==> src/rtl/ifetch.sv <==
// Instruction fetch stage: PC, imem address, IF/ID register, stall/redirect/HALT.
// Optional instruction counter enabled by defining IFETCH_PERF_CNT_EN.
module ifetch #(
    parameter logic [31:0] RESET_PC    = 32'h0000_0000,
    parameter logic [5:0]  HALT_OPCODE = 6'b010001,
    parameter logic [31:0] NOP_WORD    = 32'h0000_0000
) (
    input  logic        clk,
    input  logic        reset,
    input  logic        stall,
    input  logic        redirect_valid,
    input  logic [31:0] redirect_pc,
    output logic [31:0] imem_addr,
    input  logic [31:0] imem_rdata,
    output logic [31:0] inst,
    output logic [31:0] pc_2_id,
    output logic        inst_valid,
    output logic        halted,
    output logic [31:0] fetch_count
);

    typedef enum logic {S_RUN, S_HALTED} state_e;

    state_e      state_q, state_d;
    logic [31:0] pc_q, pc_d;
    logic [31:0] inst_q, inst_d;
    logic [31:0] pc_id_q, pc_id_d;
    logic        valid_q, valid_d;
    logic        is_halt;

    assign is_halt = (imem_rdata[31:26] == HALT_OPCODE);

    // State and IF/ID register; async reset restores power-on values
    always_ff @(posedge clk or negedge reset) begin
        if (!reset) begin
            state_q <= S_RUN;
            pc_q    <= RESET_PC;
            inst_q  <= NOP_WORD;
            pc_id_q <= 32'h0;
            valid_q <= 1'b0;
        end else begin
            state_q <= state_d;
            pc_q    <= pc_d;
            inst_q  <= inst_d;
            pc_id_q <= pc_id_d;
            valid_q <= valid_d;
        end
    end

    // Next state: only an unsquashed, unstalled HALT fetch leaves RUN
    always_comb begin
        state_d = state_q;
        unique case (state_q)
            S_RUN: begin
                if (!redirect_valid && !stall && is_halt)
                    state_d = S_HALTED;
            end
            S_HALTED: state_d = S_HALTED;
            default:  state_d = S_RUN;
        endcase
    end

    // Datapath: redirect > stall > fetch; HALTED emits bubbles forever
    always_comb begin
        pc_d    = pc_q;
        inst_d  = inst_q;
        pc_id_d = pc_id_q;
        valid_d = valid_q;
        if (state_q == S_HALTED) begin
            inst_d  = NOP_WORD;
            valid_d = 1'b0;
        end else if (redirect_valid) begin
            pc_d    = {redirect_pc[31:2], 2'b00};
            inst_d  = NOP_WORD;
            valid_d = 1'b0;
        end else if (!stall) begin
            inst_d  = imem_rdata;
            pc_id_d = pc_q;
            valid_d = 1'b1;
            if (!is_halt)
                pc_d = pc_q + 32'd4;
        end
    end

    // Outputs are straight from registered state
    always_comb begin
        imem_addr  = pc_q;
        inst       = inst_q;
        pc_2_id    = pc_id_q;
        inst_valid = valid_q;
        halted     = (state_q == S_HALTED);
    end

`ifdef IFETCH_PERF_CNT_EN
    logic        load_fire;
    logic [31:0] cnt_q;

    assign load_fire = (state_q == S_RUN) && !redirect_valid && !stall;
    assign fetch_count = cnt_q;

    // Saturating count of valid instructions loaded into IF/ID
    always_ff @(posedge clk or negedge reset) begin
        if (!reset)
            cnt_q <= 32'h0;
        else if (load_fire && (cnt_q != 32'hFFFF_FFFF))
            cnt_q <= cnt_q + 32'd1;
    end
`else
    assign fetch_count = 32'h0;
`endif

endmodule

==> config.mk <==
export PLATFORM = sky130hd
export DESIGN_NAME = ifetch
export DESIGN_NICKNAME = d
export VERILOG_FILES = /design/src/rtl/ifetch.sv
export SDC_FILE = /design/constraint.sdc
export NUM_CORES = 1
export LEC_CHECK = 0
export BUFFER_PORTS_ARGS = -buffer_cell sky130_fd_sc_hd__buf_2
export CAP_MARGIN = 20
export CORE_MARGIN = 5
export CORE_UTILIZATION = 48
export DETAILED_ROUTE_END_ITERATION = 16
export GPL_TIMING_DRIVEN = 0
export PLACE_DENSITY = 0.85
export SYNTH_ARGS = -nofsm -noshare
export SYNTH_HDL_FRONTEND = slang
export SYNTH_SLANG_ARGS = --single-unit
export TNS_END_PERCENT = 5
==> constraint.sdc <==
create_clock -name clk -period 4.8 [get_ports clk]
set_input_delay 0.72 -clock clk [delete_from_list [all_inputs] [get_ports clk]]
set_output_delay 0.72 -clock clk [all_outputs]
set_load 0.01 [all_outputs]
==> results of run 1 <==
cell type report:
| cell class | count | area [um2] | share of cell area (%) |
|---|---|---|---|
| clock buffers | 11 | 141 | 2.38 |
| flip-flops and latches | 94 | 2350 | 39.6 |
| multi-input cells | 294 | 1970 | 33.1 |
| repair buffers | 159 | 821 | 13.8 |
| clock inverters | 4 | 95.1 | 1.60 |
| well taps | 129 | 161 | 2.71 |
| plain buffers | 65 | 387 | 6.50 |
| inverters | 6 | 22.5 | 0.379 |
report_power, final:
group / total [mW] / internal (mW) / leakage (nW) / switching (mW)
registers: 1.03 / 0.914 / 1.16 / 0.112
clock network: 0.620 / 0.357 / 0.119 / 0.263
logic: 0.558 / 0.253 / 1.71 / 0.305
total: 2.20 / 1.52 / 2.98 / 0.681
state kept, by name (all words and copies together), names as in the netlist:
| signal | count |
|---|---|
| inst | 32 |
| imem_addr | 30 |
| pc_2_id | 30 |
| halted | 1 |
| inst_valid | 1 |
final timing paths:
| kind | from | end | slack (ns) |
|---|---|---|---|
| worst max-delay path | redirect_valid | imem_addr[29] | 2.35 |
| worst min-delay path | reset | inst[6] | 0.25 |
| worst max register to register | halted | pc_2_id[17] | 2.45 |
| worst min register to register | inst_valid | inst_valid | 0.48 |
| max in group asynchronous | reset | pc_2_id[16] | 3.91 |
| min in group clk | inst_valid | inst_valid | 0.48 |
cells by family after synthesis:
family	Yosys count	synth area share, %
AOI/OAI and AO/OA	115	17.5
muxes	34	8.25
buffers and inverters	71	8.90
DFF	94	51.2
other	1	0.0816
and+or+nand+nor	108	13.9
adders and majority gates	1	0.272
cells in the final DEF, fill, tap and decap left out, drive strengths merged, types with 3 or more instances in the layout:
cell	Yosys	routed
a21o	4	4
o22ai	10	10
nand4	12	12
a22o	33	33
a311oi	4	4
bufinv	0	3
mux2i	3	3
and4	5	5
conb	1	36
nor3b	3	3
o21ai	21	21
nor3	12	12
or4	3	3
mux2	31	31
nor2	22	22
and3	7	7
buf	43	202
inv	6	6
clkbuf	22	33
nand3	11	11
a32oi	3	3
a21oi	26	26
dfrtp	94	94
nand2	19	19
nor4	6	6
metal layers:
metal / GRT usage (%) / vias to the layer above / share of wire, %
li1: - / 1906 / -
met1: 28.2 / 1994 / 39
met2: 38.9 / 220 / 49
met3: 5.88 / 23 / 10
met4: 7.75 / 0 / 1.7
met5: 0 / - / 0
==> PnR_summary.wiki, run 1 <==
{| class="wikitable"
! Metric !! Value
|-
| Full die area || 11,600 um2
|-
| HP Class || in -> async
|-
| Detailed Route WL || 13,100 um
|-
| Number of non-filler instances in the completed layout || 762
|-
| Nets@finish || 698
|-
| Initial Util || 49.5%
|-
| Maximum clock path buffer count || 2
|-
| Post-synth top area cell || dfrtp_1
|-
| Max-cap violations || 0
|-
| Detailed placement HPWL || 9860 um
|-
| Final-report setup violation count || 0
|-
| Power density over cell area || 371 nW/um2
|-
| Slowest cell on the critical path || a221oi_2
|-
| Flip-flop and latch count after synthesis || 94
|-
| Yosys cell types || 52
|-
| Violation count after the first detailed-routing iteration || 243
|-
| Synth-to-layout area growth || 29.4%
|-
| Synth area leaders || dfrtp_1 (51%), mux2_2 (7.6%), a22o_1 (6.3%), buf_4 (5.9%), a21oi_1 (2.8%)
|-
| Overall Power || 2.20 mW
|-
| Setup repair after global routing missed its margin || false
|-
| Area share of the largest cell type after synthesis || 51.2%
|-
| Final clock period utilization by the worst path || 51.1%
|-
| Die height || 108 um
|-
| Per-cell routed wire length || 17.2 um
|-
| Number of cell instances on the worst register-to-register path || 4
|-
| Count of hold buffers inserted by post-cts repair || 0
|-
| H-tree levels || 3
|-
| Critical Path Most Common Cell || buf_2
|-
| Clock slew at the register clock pins of the worst setup and hold paths || 0.08 ns
|-
| First drt pass iteration count || 5
|-
| Critical path arrival || 2.70 ns
|-
| Final design area excluding fillers || 5950 um2
|-
| Final Hold Slack || 0.249 ns
|-
| # rows || 35
|-
| Final clock skew || 0.00935 ns
|-
| Root Buffer || clkbuf_8
|-
| Number of nets with antenna violations after routing || 0
|-
| Pre-CTS setup slack || 2.05 ns
|-
| Cell with the most instances after synthesis || dfrtp_1
|-
| Worst-case headroom to the max-slew limit || 43.9%
|-
| Drt via density || 5.44
|-
| Total stage count of the critical path || 7
|-
| Top cells by instance count after synthesis || dfrtp_1 (94), buf_4 (36), a22o_1 (33), mux2_2 (31), a21oi_1 (26)
|-
| Global route overflow || 0
|-
| Post-synth ARST share || 100%
|-
| Max rail drop VDD || 0.000210 V
|-
| Inserted Clock Buffers || 9
|-
| Number of top-level pins || 198
|-
| Leakage component of the power || 2.98 nW
|-
| Gpl congestion || 0.902
|-
| Instance area at placement || 5710 um2
|-
| Total inserted antenna cells || 0
|-
| EDFF count, synth || 0
|-
| Setup total negative slack || 0 ns
|-
| Skew-Pair Late Insertion Delay || 0.36 ns
|-
| Placeable core region || 9280 um2
|-
| Status || finished, final reports clean
|-
| Post-route core utilization || 64.1%
|-
| Hold violation count in the final report || 0
|-
| # port buffers || 158
|-
| Final worst path period need || 2.45 ns
|-
| Worst path top cell family by delay || compound AO/OA/AOI/OAI gates
|-
| Post-Syn Area || 4600 um2
|-
| Number of buffers inserted by post-CTS setup repair || 0
|-
| Total track usage || 22.9%
|-
| Routed vias || 4,143
|-
| Required time reported for the critical path endpoint || 5.05 ns
|-
| Remaining DRCs || 0
|-
| Critical path cell sequence || buf_2 > inv_1 > buf_2 > a221oi_2 > buf_2 > o22ai_1 > a311oi_1
|-
| Transition at the pin with the smallest max-transition slack || 0.842 ns
|-
| Critical path buffers and inverters || 4
|-
| Total count of max-transition violations in the final report || 0
|-
| Highest fanout seen on the critical path || 10
|-
| Fraction of layout instances using a drive strength above 1 || 40.6%
|-
| Fmax || 408 MHz
|-
| Placed cell count || 747
|-
| Resized Gates After CTS || 0
|-
| Die X || 108 um
|-
| Synth Flop Type || dfrtp_1
|-
| Setup slack of the critical path after layout || 2.35 ns
|-
| Post-Synthesis Mean Instance Area || 10.8 um2
|-
| Critical path type || in -> reg
|-
| Yosys warning count || 0
|-
| Syn Inst Count || 424
|-
| Clock tree from TritonCTS || built
|-
| Maximum number of pins on one net before global-route repair || 72
|-
| Initial antenna violation count || 0
|-
| Via count of the first global-routing pass || 4,243
|-
| Sequential area share after synthesis || 51.2%
|-
| Critical Path Max Stage Delay || 0.75 ns
|-
| Critical path launch point type || input pin
|-
| Critical Path Sink Type || flip-flop
|-
| Clk sink count || 94
|-
| Wire length of the first global-routing pass || 21,200 um
|-
| Number of fillers in the final layout || 806
|}
Power figures use the tool's default switching activity.
==> inputs of run 2 (changes only) <==
==> constraint.sdc (replaced) <==
create_clock -name clk -period 2.4 [get_ports clk]
set_input_delay 0.36 -clock clk [delete_from_list [all_inputs] [get_ports clk]]
set_output_delay 0.36 -clock clk [all_outputs]
set_load 0.01 [all_outputs]
==> run 2 against run 1 <==
Routed wire length is essentially flat. Clock power grew 100%. Final cell count is 0.13% higher. Largest power group unchanged. Clock-buffer cell count unchanged. Power grew 100%. Core utilization rose by 0.18 points. Via count up 0.43%.
==> PnR_summary.wiki, run 2 (synthesis gave the netlist of run 1 again) <==
{| class="wikitable"
! Metric !! Value
|-
| Status || finished, final reports clean
|-
| Setup repair after global routing missed its margin || false
|-
| Maximum number of pins on one net before global-route repair || 72
|-
| Flip-flop count of the largest register, all copies and words added || 32
|-
| WHS Endpoint || inst[2]
|-
| Total track usage || 22.9%
|-
| Final clock period utilization by the worst path || 91.5%
|-
| Inserted Clock Buffers || 9
|-
| Instance area at placement || 5710 um2
|-
| Remaining DRCs || 0
|-
| Hold Crit Depth || 2
|-
| Clk sink count || 94
|-
| Flip-flop and latch area || 2350 um2
|-
| Gpl congestion || 0.902
|-
| Die X || 108 um
|-
| Max-cap violations || 0
|-
| Post-route core utilization || 64.2%
|-
| Hold violation count in the final report || 0
|-
| Via count of the first global-routing pass || 4,249
|-
| Final design area excluding fillers || 5960 um2
|-
| Final worst path period need || 2.20 ns
|-
| Setup total negative slack || 0 ns
|-
| Fmax || 455 MHz
|-
| Skew-Pair Late Insertion Delay || 0.36 ns
|-
| Critical Path Sink Type || flip-flop
|-
| Critical Path Max Stage Delay || 0.55 ns
|-
| Drt via density || 5.45
|-
| Clock slew at the register clock pins of the worst setup and hold paths || 0.09 ns
|-
| First drt pass iteration count || 4
|-
| Most common cell after layout, fill and taps aside || buf_2
|-
| Number of cell instances on the worst register-to-register path || 6
|-
| Final clock skew || 0.00911 ns
|-
| Transition at the pin with the smallest max-transition slack || 0.883 ns
|-
| Overall Power || 4.41 mW
|-
| Placeable core region || 9280 um2
|-
| Max rail drop VDD || 0.000421 V
|-
| Critical path type || reg -> reg
|-
| Power density over cell area || 740 nW/um2
|-
| Startpoint of the worst register-to-register path || imem_addr[2]
|-
| Initial antenna violation count || 0
|-
| Critical path arrival || 2.44 ns
|-
| Number of top-level pins || 198
|-
| Capture instance of the worst register-to-register path || imem_addr[28]
|-
| Fraction of layout instances using a drive strength above 1 || 40.5%
|-
| Detailed placement HPWL || 9860 um
|-
| Global route overflow || 0
|-
| # rows || 35
|-
| Highest fanout seen on the critical path || 8
|-
| Most frequent cells in the layout || buf_2 (162), dfrtp_1 (94), buf_4 (37), conb_1 (36), a22o_1 (33)
|-
| Die height || 108 um
|-
| Number of nets with antenna violations after routing || 0
|-
| Total inserted antenna cells || 0
|-
| Nets@finish || 699
|-
| Worst-case headroom to the max-slew limit || 41.1%
|-
| Routed vias || 4,161
|-
| HP Class || in -> reg
|-
| Critical path launch point type || flip-flop
|-
| Maximum clock path buffer count || 2
|-
| Root Buffer || clkbuf_8
|-
| Critical Path Most Common Cell || nor3_1
|-
| Per-cell routed wire length || 17.2 um
|-
| Number of buffers inserted by post-CTS setup repair || 0
|-
| Register-to-register setup slack || 0.20 ns
|-
| Total count of max-transition violations in the final report || 0
|-
| Critical path cell sequence || ha_1 > nand4_1 > or4_1 > nor3_1 > and4_1 > nor3_1
|-
| Synth-to-layout area growth || 29.7%
|-
| Violation count after the first detailed-routing iteration || 217
|-
| Detailed Route WL || 13,100 um
|-
| Leakage component of the power || 2.99 nW
|-
| Multi-input combinational cell area || 1970 um2
|-
| Slowest cell on the critical path || or4_1
|-
| Clock tree from TritonCTS || built
|-
| H-tree levels || 3
|-
| Required time reported for the critical path endpoint || 2.65 ns
|-
| Critical hold path startpoint || imem_rdata[2]
|-
| Number of fillers in the final layout || 804
|-
| Final-report setup violation count || 0
|-
| Full die area || 11,600 um2
|-
| Wire length of the first global-routing pass || 21,200 um
|-
| # port buffers || 158
|-
| Initial Util || 49.5%
|}
-- run 2: worst max-delay path: cells and delay by family (launching register included) --
family                   cells  cell delay, ns
AND/OR/NAND/NOR              5            1.33
adder cells (fa/ha/maj)      1            0.27
flip-flops                   1            0.49
-- run 2: final cells by class --
cell class	instances	share of cell area, %
clock inverters	4	1.59
inverters	6	0.378
flip-flops and latches	94	39.4
plain buffers	65	6.48
multi-input cells	294	33.1
repair buffers	160	13.9
clock buffers	11	2.37
well taps	129	2.71
-- run 2: metrics by stage --
stage,worst slack (ns),hold WS [ns],cells
floorplan,0.476,0.0644,459
global placement,0.111,0.457,746
detailed placement,0.0115,0.286,747
CTS,0.0621,0.205,763
global route,0.0490,0.224,763
finish,0.203,0.218,763
-- run 2: report_power, final --
group          internal, mW  switching (mW)  total, mW  leakage [nW]
Combinational         0.507           0.611       1.12          1.71
Sequential             1.83           0.225       2.05          1.16
Clock                 0.714           0.526       1.24         0.119
Total                  3.05            1.36       4.41          2.99
-- run 2: worst max path at each step --
stage,start,endpoint,depth (start not counted)
after floorplan,imem_addr[2],imem_addr[28],6
after global placement,reset,pc_2_id[13],1
after detailed placement,redirect_valid,imem_addr[29],7
after CTS,halted,pc_2_id[17],4
after global routing,imem_addr[2],imem_addr[28],6
final,imem_addr[2],imem_addr[28],6
-- run 2: what timing repair did --
item / 4_1_cts / 5_1_grt
gates resized for setup: 0 / 1
hold buffers: 1 / 0
endpoints found under the setup margin: 0 / 10
endpoints found under the hold margin: 23 / 0
-- run 2: layer usage --
metal  global-route usage [%]  wire length, um  up-vias
li1                         -                -     1907
met1                     28.2             5100     2006
met2                     39.0             6410      221
met3                     5.88             1370       27
met4                     7.75              247        0
met5                        0                0        -
==> inputs of run 3 (changes only) <==
==> constraint.sdc (replaced) <==
create_clock -name clk -period 2.46 [get_ports clk]
set_input_delay 0.369 -clock clk [delete_from_list [all_inputs] [get_ports clk]]
set_output_delay 0.369 -clock clk [all_outputs]
set_load 0.01 [all_outputs]
==> run 3 against run 2 <==
Highest routed layer unchanged. Fmax decreased by 4.6%. Global-route usage unchanged. Routed wire length increased by 0.16%. Worst setup slack got worse by 0.046 ns. Via count about the same. Combinational power about the same. Clock-buffer cell count unchanged. First-iteration DRC count increased by 13%. Critical endpoint is now pc_2_id[17].
==> PnR_summary.wiki, run 3 (synthesis gave the netlist of run 1 again) <==
{| class="wikitable"
! Metric !! Value
|-
| Clock tree from TritonCTS || built
|-
| Clk sink count || 94
|-
| Leakage component of the power || 2.98 nW
|-
| Critical hold path startpoint || imem_rdata[2]
|-
| Detailed Route WL || 13,200 um
|-
| Violation count after the first detailed-routing iteration || 246
|-
| Pre-CTS setup slack || 0.0625 ns
|-
| Remaining DRCs || 0
|-
| Critical path arrival || 2.55 ns
|-
| Fraction of layout instances using a drive strength above 1 || 40.5%
|-
| Total count of max-transition violations in the final report || 0
|-
| Capture instance of the worst register-to-register path || pc_2_id[17]
|-
| Synth-to-layout area growth || 29.6%
|-
| Overall Power || 4.30 mW
|-
| Number of nets with antenna violations after routing || 0
|-
| Resized Gates After CTS || 0
|-
| Number of cell instances on the worst register-to-register path || 4
|-
| Register-to-register setup slack || 0.16 ns
|-
| Placeable core region || 9280 um2
|-
| Wire length of the first global-routing pass || 21,200 um
|-
| Worst-case headroom to the max-slew limit || 42.1%
|-
| Proportion of total power due to net switching || 30.8%
|-
| Initial Util || 49.5%
|-
| Hold Crit Depth || 2
|-
| Most frequent cells in the layout || buf_2 (162), dfrtp_1 (94), buf_4 (37), conb_1 (36), a22o_1 (33)
|-
| Final clock period utilization by the worst path || 93.6%
|-
| Via count of the first global-routing pass || 4,249
|-
| Per-cell routed wire length || 17.2 um
|-
| Drt via density || 5.46
|-
| Highest fanout seen on the critical path || 10
|-
| Status || finished, final reports clean
|-
| Critical path type || reg -> reg
|-
| WHS Endpoint || inst[2]
|-
| Number of top-level pins || 198
|-
| # port buffers || 158
|-
| Die height || 108 um
|-
| Total track usage || 22.9%
|-
| Power spent charging and discharging nets || 1.33 mW
|-
| Final worst path period need || 2.30 ns
|-
| Root Buffer || clkbuf_8
|-
| Maximum number of pins on one net before global-route repair || 72
|-
| Max rail drop VDD || 0.000410 V
|-
| Transition at the pin with the smallest max-transition slack || 0.868 ns
|-
| Number of buffers inserted by post-CTS setup repair || 0
|-
| Power share of the combinational group || 25.3%
|-
| Power density over cell area || 722 nW/um2
|-
| Startpoint of the worst register-to-register path || halted
|-
| Hold violation count in the final report || 0
|-
| Detailed placement HPWL || 9860 um
|-
| Setup total negative slack || 0 ns
|-
| Gpl congestion || 0.902
|-
| Critical path launch point type || flip-flop
|-
| Clock slew at the register clock pins of the worst setup and hold paths || 0.08 ns
|-
| Nets@finish || 699
|-
| Required time reported for the critical path endpoint || 2.71 ns
|-
| Internal || 2.97 mW
|-
| # rows || 35
|-
| Inserted Clock Buffers || 9
|-
| Initial antenna violation count || 0
|-
| First drt pass iteration count || 5
|-
| Routed vias || 4,165
|-
| Most common cell after layout, fill and taps aside || buf_2
|-
| H-tree levels || 3
|-
| Die X || 108 um
|-
| Final-report setup violation count || 0
|-
| HP Class || in -> reg
|-
| Setup repair after global routing missed its margin || false
|-
| Post-route core utilization || 64.2%
|-
| Fmax || 434 MHz
|-
| Total inserted antenna cells || 0
|-
| Clock network fraction of total power || 28.1%
|-
| Maximum clock path buffer count || 2
|-
| Full die area || 11,600 um2
|-
| Critical Path Sink Type || flip-flop
|-
| Setup slack of the critical path after layout || 0.158 ns
|-
| Max-cap violations || 0
|-
| Flip-flop count of the largest register, all copies and words added || 32
|-
| Sequential fraction of design power || 46.6%
|-
| Skew-Pair Late Insertion Delay || 0.36 ns
|-
| Global route overflow || 0
|-
| Final clock skew || 0.00893 ns
|}
## run 3: critical path: stages (launching register included)
cell and delay, ns:
dfrtp_1 0.38, clkbuf_1 0.16, nor3_2 0.69, clkbuf_1 0.55, mux2_2 0.41
## run 3: power groups by stage
stage	registers, mW	logic (mW)	clock network [mW]
finish	2.00	1.09	1.21
global route	2.04	1.20	1.29
CTS	2.00	1.10	1.23
detailed placement	2.03	1.09	0
global placement	2.01	1.05	0
floorplan	2.11	0.504	0
## run 3: per-stage QoR
stage | hold WS (ns) | std cells | instance area [um2]
2_1_floorplan | 0.0734 | 459 | 4730
3_3_place_gp | 0.457 | 746 | 5680
3_5_place_dp | 0.295 | 747 | 5710
4_1_cts | 0.214 | 763 | 5960
5_1_grt | 0.233 | 763 | 5960
6_report | 0.228 | 763 | 5960
## run 3: per-layer routing
| metal | vias to the layer above | track usage (%) | share of wire [%] |
|---|---|---|---|
| met5 | - | 0 | 0 |
| met4 | 0 | 7.75 | 1.9 |
| met3 | 26 | 5.88 | 10 |
| met2 | 230 | 39.0 | 49 |
| met1 | 2001 | 28.2 | 39 |
| li1 | 1908 | - | - |
## run 3: worst max-delay path by stage
stage | slack, ns | to | start
after floorplan | 0.54 | imem_addr[28] | imem_addr[2]
after global placement | 0.16 | pc_2_id[13] | reset
after detailed placement | 0.06 | imem_addr[29] | redirect_valid
after CTS | 0.12 | pc_2_id[17] | halted
after global routing | 0.01 | pc_2_id[17] | halted
final | 0.16 | pc_2_id[17] | halted
## run 3: final cells by class
type,instances,area (um2)
Buffer,65,387
Timing Repair Buffer,160,831
Inverter,6,22.5
Sequential cell,94,2350
Clock inverter,4,95.1
Clock buffer,11,141
Multi-Input combinational cell,294,1970
Fill cell,807,3330
Tap cell,129,161
## run 3: repair_timing
action                                 in CTS  in global routing
endpoints found under the hold margin      23                  0
hold buffers                                1                  0
setup endpoints to repair                   0                  0
